--- src/rtl/imem_pkg.sv ---
`default_nettype none
// ============================================================================
//  Module      : imem_pkg
//  Description : Shared types and constants for the instruction fetch unit:
//                FSM state encodings, the all-zero NOP word and the even
//                parity helper used when IMEM_PARITY_EN is defined.
//  Revision    : 1.0 - initial parametrised release
// ============================================================================
package imem_pkg;

    // FSM encodings; the numeric values are visible on the state port
    typedef enum logic [1:0] {
        ST_IDLE = 2'd0,
        ST_LOAD = 2'd1,
        ST_RUN  = 2'd2
    } state_e;

    localparam logic [1:0] c_ST_IDLE = 2'd0;
    localparam logic [1:0] c_ST_LOAD = 2'd1;
    localparam logic [1:0] c_ST_RUN  = 2'd2;

    // Widest instruction word the helpers below accept
    localparam int c_PAR_MAX_W = 64;

    // All-zero word returned for faulted fetches; sliced to DATA_W by users
    localparam logic [c_PAR_MAX_W-1:0] c_NOP_WORD = '0;

    // Even parity bit: makes the XOR over data plus parity bit equal zero.
    // Callers zero-extend their word, which does not change the result.
    function automatic logic even_parity(input logic [c_PAR_MAX_W-1:0] d);
        return ^d;
    endfunction

endpackage
`default_nettype wire

--- src/rtl/imem_ram.sv ---
`default_nettype none
// ============================================================================
//  Module      : imem_ram
//  Description : DEPTH x WIDTH instruction array with one synchronous write
//                port and one registered read port. The array and the read
//                register are never reset; the fetch unit masks the read
//                data until a real response has been produced.
//  Revision    : 1.0 - initial parametrised release
// ============================================================================
module imem_ram #(
    parameter int WIDTH = 8,
    parameter int DEPTH = 256,
    parameter int AW    = 8
) (
    input  logic             clk,
    input  logic             we,
    input  logic [AW-1:0]    waddr,
    input  logic [WIDTH-1:0] wdata,
    input  logic             re,
    input  logic [AW-1:0]    raddr,
    output logic [WIDTH-1:0] rdata
);

    logic [WIDTH-1:0] r_mem [DEPTH];
    logic [WIDTH-1:0] r_rdata;

    // Program-load writes
    always_ff @(posedge clk) begin
        if (we) begin
            r_mem[waddr] <= wdata;
        end
    end

    // Registered read; holds its value when no read is issued so a stalled
    // response stays stable
    always_ff @(posedge clk) begin
        if (re) begin
            r_rdata <= r_mem[raddr];
        end
    end

    assign rdata = r_rdata;

endmodule
`default_nettype wire

--- src/rtl/imem_fetch_unit.sv ---
`default_nettype none
// ============================================================================
//  Module      : imem_fetch_unit
//  Description : Loadable instruction store. A sequential program-load port
//                fills the array, then PC fetches are served over a
//                valid/ready handshake with one cycle of read latency.
//                Fetches at or beyond the loaded program size return a NOP
//                and raise instr_fault.
//  Options     : IMEM_PARITY_EN - store an even parity bit per word and
//                report mismatches on instr_parity_err.
//  Revision    : 1.0 - initial parametrised release
// ============================================================================
module imem_fetch_unit
    import imem_pkg::*;
#(
    parameter int DATA_W = 8,
    parameter int ADDR_W = 8,
    parameter int DEPTH  = 256
) (
    input  logic              clk,
    input  logic              reset,
    input  logic              load_start,
    input  logic              load_valid,
    input  logic [DATA_W-1:0] load_data,
    input  logic              load_done,
    output logic [ADDR_W:0]   load_count,
    output logic              load_overflow,
    input  logic              pc_valid,
    input  logic [ADDR_W-1:0] pc,
    output logic              pc_ready,
    output logic              instr_valid,
    input  logic              instr_ready,
    output logic [DATA_W-1:0] instruction,
    output logic              instr_fault,
`ifdef IMEM_PARITY_EN
    output logic              instr_parity_err,
`endif
    output logic [1:0]        state
);

    localparam int c_RAM_AW = (DEPTH > 1) ? $clog2(DEPTH) : 1;
`ifdef IMEM_PARITY_EN
    localparam int c_PAR_W = 1;
`else
    localparam int c_PAR_W = 0;
`endif
    localparam int c_RAM_W = DATA_W + c_PAR_W;

    localparam logic [ADDR_W:0]   c_DEPTH_CNT = (ADDR_W+1)'(DEPTH);
    localparam logic [ADDR_W:0]   c_CNT_ONE   = (ADDR_W+1)'(1);
    localparam logic [DATA_W-1:0] c_NOP       = c_NOP_WORD[DATA_W-1:0];

    logic [1:0]         r_state;
    logic [ADDR_W:0]    r_ptr;          // load pointer, doubles as program size
    logic               r_overflow;
    logic               r_instr_valid;
    logic               r_fault;
    logic               r_zero;         // response data must read as NOP

    logic               w_load_st;
    logic               w_run_st;
    logic               w_ptr_full;
    logic               w_we;
    logic               w_accept;
    logic               w_fault;
    logic               w_re;
    logic [c_RAM_W-1:0] w_wdata;
    logic [c_RAM_W-1:0] w_rdata;

    assign w_load_st  = (r_state == c_ST_LOAD);
    assign w_run_st   = (r_state == c_ST_RUN);
    assign w_ptr_full = (r_ptr == c_DEPTH_CNT);

    // A restart in the same cycle wins over the data beat, so that word is dropped
    assign w_we = w_load_st && !load_start && load_valid && !w_ptr_full;

    assign pc_ready = w_run_st && (!r_instr_valid || instr_ready);
    assign w_accept = pc_valid && pc_ready;

    // Unsigned compare against the program size; the DEPTH bound keeps
    // out-of-array addresses away from the RAM even if the size were stale
    assign w_fault = !({1'b0, pc} < r_ptr) || !({1'b0, pc} < c_DEPTH_CNT);
    assign w_re    = w_accept && !w_fault;

`ifdef IMEM_PARITY_EN
    logic [c_PAR_MAX_W-1:0] w_par_in;
    logic [c_PAR_MAX_W-1:0] w_par_chk;
    assign w_par_in  = c_PAR_MAX_W'(load_data);
    assign w_par_chk = c_PAR_MAX_W'(w_rdata[DATA_W-1:0]);
    assign w_wdata   = {even_parity(w_par_in), load_data};
    // Only a real, non-faulted response can report a parity error
    assign instr_parity_err = !r_zero && (even_parity(w_par_chk) != w_rdata[DATA_W]);
`else
    assign w_wdata = load_data;
`endif

    imem_ram #(
        .WIDTH (c_RAM_W),
        .DEPTH (DEPTH),
        .AW    (c_RAM_AW)
    ) u_ram (
        .clk   (clk),
        .we    (w_we),
        .waddr (r_ptr[c_RAM_AW-1:0]),
        .wdata (w_wdata),
        .re    (w_re),
        .raddr (pc[c_RAM_AW-1:0]),
        .rdata (w_rdata)
    );

    // Mode FSM together with the load pointer and sticky overflow flag
    always_ff @(posedge clk) begin
        if (reset) begin
            r_state    <= c_ST_IDLE;
            r_ptr      <= '0;
            r_overflow <= 1'b0;
        end else begin
            case (r_state)
                c_ST_IDLE: begin
                    if (load_start) begin
                        r_state    <= c_ST_LOAD;
                        r_ptr      <= '0;
                        r_overflow <= 1'b0;
                    end
                end
                c_ST_LOAD: begin
                    if (load_start) begin
                        r_ptr      <= '0;
                        r_overflow <= 1'b0;
                    end else begin
                        if (load_valid) begin
                            if (w_ptr_full) begin
                                r_overflow <= 1'b1;
                            end else begin
                                r_ptr <= r_ptr + c_CNT_ONE;
                            end
                        end
                        if (load_done) begin
                            r_state <= c_ST_RUN;
                        end
                    end
                end
                c_ST_RUN: begin
                    if (load_start) begin
                        r_state    <= c_ST_LOAD;
                        r_ptr      <= '0;
                        r_overflow <= 1'b0;
                    end
                end
                default: begin
                    r_state <= c_ST_IDLE;
                end
            endcase
        end
    end

    // Response handshake: a restart drops any pending response, otherwise a
    // new accept refills the slot and a consumed response empties it
    always_ff @(posedge clk) begin
        if (reset) begin
            r_instr_valid <= 1'b0;
            r_fault       <= 1'b0;
            r_zero        <= 1'b1;
        end else if (w_run_st && load_start) begin
            r_instr_valid <= 1'b0;
        end else if (w_accept) begin
            r_instr_valid <= 1'b1;
            r_fault       <= w_fault;
            r_zero        <= w_fault;
        end else if (instr_ready) begin
            r_instr_valid <= 1'b0;
        end
    end

    assign instruction   = r_zero ? c_NOP : w_rdata[DATA_W-1:0];
    assign instr_fault   = r_fault;
    assign instr_valid   = r_instr_valid;
    assign load_count    = r_ptr;
    assign load_overflow = r_overflow;
    assign state         = r_state;

endmodule
`default_nettype wire

--- config.mk ---
export PLATFORM = sky130hd
export DESIGN_NAME = imem_fetch_unit
export DESIGN_NICKNAME = d
export VERILOG_FILES = /design/src/rtl/imem_pkg.sv /design/src/rtl/imem_ram.sv /design/src/rtl/imem_fetch_unit.sv
export SDC_FILE = /design/constraint.sdc
export NUM_CORES = 2
export LEC_CHECK = 0
export CORE_MARGIN = 2
export CORE_UTILIZATION = 29
export CTS_BUF_LIST = sky130_fd_sc_hd__clkbuf_4
export DETAILED_ROUTE_END_ITERATION = 16
export GPL_TIMING_DRIVEN = 0
export MAX_ROUTING_LAYER = met4
export PLACE_DENSITY = 0.46
export SLEW_MARGIN = 0
export SYNTH_ARGS = -nofsm -noshare
export SYNTH_HDL_FRONTEND = slang
export SYNTH_SLANG_ARGS = --single-unit
--- constraint.sdc ---
create_clock -name clk -period 2.8 [get_ports clk]
set_clock_uncertainty 0.05 [all_clocks]
set_input_delay 0.7 -clock clk [delete_from_list [all_inputs] [get_ports clk]]
set_output_delay 0.7 -clock clk [all_outputs]
set_load 0.005 [all_outputs]
# Word level (Yosys, flattened, before mapping)
# Memories as Yosys holds them, arrays and structs flattened. A register that Yosys moved wholly into a read port is not among the register bits.
# Index checks and enable logic that the tools add are counted.
[op_classes]
addsub = 1
mul = 0
n_div = 0
magnitude_cmp = 1
eq_ne = 9
shift = 0
mux = 19
n_bitwise = 1
n_reduce_logical = 21
[op_table]
columns = ["op", "count"]
rows = [
  ["9-bit 2-to-1 mux", 4],
  ["9-bit one-hot mux with 2 select lines", 1],
  ["9-bit by 1-bit adder with 9-bit output (second input constant)", 1],
  ["9-bit equality test (second input constant)", 1],
  ["8-bit by 9-bit less-than comparator with 1-bit output", 1],
  ["1-bit 2-to-1 mux", 8],
  ["8-bit 2-to-1 mux", 1],
  ["4-bit AND reduction", 2],
  ["1-bit logical AND", 7],
  ["2-bit 2-to-1 mux", 3],
  ["3-bit != test (second input constant)", 2],
  ["1-bit logical NOT", 4],
  ["2-bit != test (second input constant)", 2],
  ["2-bit one-hot mux with 2 select lines", 1],
  ["2-bit nonzero test", 2],
  ["2-bit OR reduction", 2],
  ["3-bit by 2-bit != test with 1-bit output (second input constant)", 1],
  ["3-bit AND reduction", 1],
  ["2-bit by 1-bit equality test with 1-bit output (second input constant)", 1],
  ["2-bit equality test (second input constant)", 1],
  ["2-bit logical NOT", 1],
  ["2-bit by 1-bit != test with 1-bit output (second input constant)", 1],
  ["1-bit one-hot mux with 2 select lines", 1],
  ["2-bit AND reduction", 1],
  ["other kinds (2)", 2],
]
[totals]
reg_bits = 15
latch_bits = 0
mem_bits_rw = 2048
mem_bits_ro = 0
in_bits = 23
out_inout_bits = 23
elab_cells = 59
n_memories = 1
[memory_table]
columns = ["name", "depth", "word_bits", "read_ports", "rd_clocked_by_memory_dff", "write_ports", "line_no", "rtl"]
rows = [
  ["u_ram.r_mem", 256, 8, 1, 1, 1, "imem_ram.sv:24", "logic [WIDTH-1:0] r_mem [DEPTH];"],
]

# Longest topological paths before layout
[logic_depth]
depth_word = 6
ltp_mapped = 11
depth_no_buf = 8

# Hierarchy
# From an unflattened synthesis, not the netlist that was laid out.
[hier_totals]
hier_cells = 3851
hier_area_um2 = 80608.6
[by_module_without_submodules]
columns = ["mod", "n_inst", "cells_each", "area_each_um2", "seq_area_each_um2"]
rows = [
  ["imem_ram", 1, 3733, 79636.4, 61739.2],
  ["imem_fetch_unit", 1, 118, 972.2, 300.3],
]

# Least setup slack after synthesis
# Ideal clock, no wire load.
[synth_path]
path_kind = "input to register"
start = "input pc[0]"
end = "register u_ram.r_rdata[0] (netlist: u_ram.rdata[0]), read port of u_ram.r_mem, enable pin"
setup_ns = 0.325
arrival_time_ns = 2.345
required_ns = 2.425
setup_slack_ns = 0.081
path_stages = 11
path_buffers = 5
path_cell_list = "buf_6 buf_12 buf_12 buf_12 buf_6 o21ai_1 a21boi_0 o21ai_1 a21oi_1 o41ai_2 o211a_1"
[synth_between]
elab_chain_cells = 2
[synth_lines]
columns = ["element", "line_no", "rtl"]
rows = [
  ["from (decl)", "imem_fetch_unit.sv:29", "input logic [ADDR_W-1:0] pc,"],
  ["8-bit by 9-bit less-than comparator with 1-bit output", "imem_fetch_unit.sv:82", "assign w_fault = !({1'b0, pc} < r_ptr) || !({1'b0, pc} < c_DEPTH_CNT);"],
  ["1-bit logical AND", "imem_fetch_unit.sv:83", "assign w_re = w_accept && !w_fault;"],
  ["via u_ram.re", "imem_ram.sv:19", "input logic re,"],
  ["to (decl)", "imem_ram.sv:25", "logic [WIDTH-1:0] r_rdata;"],
]
# The timed path passes the listed nets, and every way through them passes these cells.
# A chain may end at the register's enable or synchronous reset.

# Final worst setup path
[layout_path]
start = "register r_zero"
end = "output instruction[5]"
[layout_between]
elab_chain_cells = 1
[layout_lines]
columns = ["element", "line_no", "rtl"]
rows = [
  ["from (decl)", "imem_fetch_unit.sv:58", "logic r_zero;"],
  ["from (signal assigned)", "imem_fetch_unit.sv:169", "r_zero <= w_fault;"],
  ["8-bit 2-to-1 mux", "imem_fetch_unit.sv:175", "assign instruction = r_zero ? c_NOP : w_rdata[DATA_W-1:0];"],
  ["to (decl)", "imem_fetch_unit.sv:33", "output logic [DATA_W-1:0] instruction,"],
]
# Every way passes these cells.

==> impl_metrics.toml <==
[global_routing]
grt_pass1_wl_um = 371600
globalRouteMet1Util_pct = 25.69
grt_util_all_layers_pct = 20.15
grt.overflow.total = 0
largest_net_degree_at_the_start_of_global_routing = 115
met2_usage_pct = 30.86
grt_antenna_before_repair = 13
global_route.usage.met3_pct = 4.416
grt-busiest-layer = "met2"
first_global_vias = 44280

[timing]
post-route-min-period_ns = 3.139
worst_slew_pin_slew_ns = 1.147
fin_ws_ns = -0.3392
unrepaired_setup_endpoints_after_global_routing = "yes"
max_freq_mhz = 318.6
max_slew_headroom_pct = 22.91
setup_viol = 9
timing_max_transition_violations_final = 0
hold_violations = 0
final_min_period_over_clock_period_pct = 112.1

[power_and_ir_drop]
ir_worst_vdd_v = 0.0004449
power.combinational.fraction_pct = 5.6
leak_pwr_nw = 30.62
intPower_mw = 50.47
total_switching_power_mw = 15.17
power.density_cell_area_nw_per_um2 = 669.1
power.clock.fraction_pct = 42.5
sequentialPowerShare_pct = 51.9
power.share.switching_pct = 23.12

[critical_path]
cp_data_arrival_time_ns = 2.39
timing.critical_path.fanout_max = 12
rr_worst_depth = 6
critPathLaunchType = "register"
timing.setup.critical_path_class = "reg2out"
worstPathRequired_ns = 2.05
setup.worst_path.end_class = "primary output"

[die]
placeableCoreArea_um2 = 273900
die_width_um = 528.9
die_area_um2 = 279700
height_of_the_die_um = 528.9
row_count = 192
num_io_pins = 46
start_util_pct = 29.18

[synthesis]
synth_enable_flop_cells = 2056
synth_top_area_share_pct = 77.27
area_of_the_mapped_netlist_um2 = 79900
synthesis.area_per_instance_um2 = 21.61
ys_top_cells_by_count = "edfxtp_1, mux4_2, nor2_1"
synthArstFlopShare_pct = 0
synth_most_common_cell = "edfxtp_1"
syn_nets = 3732
synth-main-ff-cell = "edfxtp_1"
yosys_register_bits = 2071
ys_warn_count = 0
synth.distinct_cells = 56
synth_seq_area_share_pct = 77.64
synthDominantAreaCellType = "edfxtp_1"
post_synth_main_area_contributors = "edfxtp_1, mux4_2, nor2_1"
netlist_instances = 3698

[finish]
instances_no_fill = 8493
post_route_cells_drive_above_1_share_pct = 44.53
final.fill_count = 25730
area.growth.synth_to_final_pct = 22.78
layout.nets = 4535

[clocking]
cts-root-buf = "clkbuf_4"
insertion_delay_ns = 1.38
htree_levels = 6
clock_sinks = 2071
path_clk_slew_ns = 0.06
tritoncts = "done"
cts-root-to-sink-buffers = 4
cts_inserted_buffers = 581

[placed_design]
gpl.final_weighted_congestion = 0.8780
post-place-ws_ns = -3.917
placed_cells = 7354
port_buffers = 42
dp_hpwl_um = 180400

[routing]
routed-via-count = 43460
dr.first_iter.drc_count = 4652
detail-route-antenna-nets = 0
drt-pass1-iter-count = 6
drcViolationCount = 0
detail_route.vias_per_cell = 5.117
wl_per_cell_um = 32.62
wirelength_um = 277100

[run_status]
result_of_the_run = "finished with violations"
violations = "setup timing"

[hold_path]
hold_path_class = "in2reg"
worst_hold_path.num_cells = 3

[run]
max_cap_viol_count = 0
## sequential cells by signal (all words and copies together), names as in the netlist
register	flops
instr_fault	1
instr_valid	1
load_count	9
load_overflow	1
r_zero	1
state	2
u_ram.r_mem	2048
u_ram.rdata	8
## cell usage in the layout, fill, tap and decap left out, drive strengths merged, types with 3 or more instances in the layout
| master | netlist | layout |
|---|---|---|
| a2111oi | 6 | 6 |
| a211o | 10 | 10 |
| a211oi | 25 | 25 |
| a21oi | 31 | 31 |
| a221oi | 16 | 16 |
| a22o | 26 | 26 |
| a22oi | 72 | 72 |
| a31oi | 10 | 10 |
| and2 | 7 | 7 |
| buf | 144 | 338 |
| bufinv | 0 | 13 |
| clkbuf | 67 | 933 |
| clkdlybuf4s15 | 0 | 4 |
| clkdlybuf4s50 | 0 | 7 |
| clkinv | 0 | 76 |
| dfxtp | 15 | 15 |
| diode | 0 | 17 |
| dlygate4sd3 | 0 | 15 |
| edfxtp | 2056 | 2056 |
| ha | 11 | 11 |
| inv | 11 | 23 |
| mux2i | 72 | 72 |
| mux4 | 486 | 486 |
| nand2 | 60 | 60 |
| nand2b | 5 | 5 |
| nand3 | 25 | 25 |
| nand3b | 4 | 4 |
| nand4 | 3 | 3 |
| nor2 | 317 | 317 |
| nor2b | 16 | 16 |
| nor3 | 15 | 15 |
| nor4 | 14 | 14 |
| o211ai | 14 | 14 |
| o21ai | 5 | 5 |
| o22ai | 128 | 128 |
| or3 | 3 | 3 |
| xnor2 | 7 | 7 |
## path summary, 6_finish.rpt
path	to	slack (ns)	from
worst min register to register	load_overflow	0.42	load_overflow
worst min-delay path	state[1]	0.24	reset
worst max-delay path	instruction[5]	-0.34	r_zero
worst max register to register	u_ram.r_mem[63][2]	0.01	load_count[6]
## metal layers
| layer | part of all wire, % | up-vias |
|---|---|---|
| met2 | 47 | 2009 |
| met1 | 41 | 23380 |
| met3 | 7.6 | 483 |
| met4 | 4.6 | 0 |
| li1 | - | 17590 |
| met5 | 0 | - |
## repair_timing
action | 4_1_cts | 5_1_grt
cloned | 5 | 2
setup endpoints to repair | 2079 | 1315
pin swaps | 66 | 46
hold endpoints to repair | 1397 | 0
buffers inserted | 77 | 55
hold buffers | 15 | 0
resized for setup | 824 | 151
## cell type report
cell class	instances	area, um2	share of cell area, %
Clock buffer	868	6516	6.642
Clock inverter	101	724.4	0.7384
Buffer	211	1981	2.019
Multi-Input combinational cell	1405	19110	19.48
Antenna cell	17	42.54	0.04336
Tap cell	3589	4491	4.577
Inverter	11	43.79	0.04464
Sequential cell	2071	62080	63.28
Timing Repair Buffer	220	3113	3.173
## worst max-delay path, cell delays in order, from the launching register on
cell	delay, ns
dfxtp_4	0.37
nor2b_4	0.44
buf_2	0.22
## cell families after synthesis
kind of cell / after synthesis / synth area share, %
AOI/OAI and AO/OA: 351 / 3.140
xor gates and xnor gates: 7 / 0.07673
adders and majority gates: 11 / 0.1722
buffers and inverters: 222 / 1.763
DFF: 2071 / 77.64
muxes: 560 / 14.63
and+or+nand+nor: 476 / 2.571
## power groups by stage
stage	registers (mW)	clock network, mW	logic [mW]
floorplan	34.7	0	1.50
detailed placement	34.7	0	3.47
global placement	35.2	0	3.34
CTS	34.1	28.5	3.65
finish	34.1	27.9	3.66
global route	34.0	30.1	3.76
## per-stage QoR
step	hold slack [ns]	utilization (%)	setup TNS (ns)	power (mW)	cell area (um2)
5_1_grt	0.2113	35.82	-2.241	67.90	98100
3_5_place_dp	0.4223	31.21	-3479.65	38.21	85470
6_report	0.2388	35.82	-1.447	65.64	98110
3_3_place_gp	0.4402	30.97	-	38.50	84810
4_1_cts	0.09338	35.38	-22.29	66.24	96880
2_1_floorplan	0.4104	-	0	36.24	79900
(Power assumes the default switching activity.)
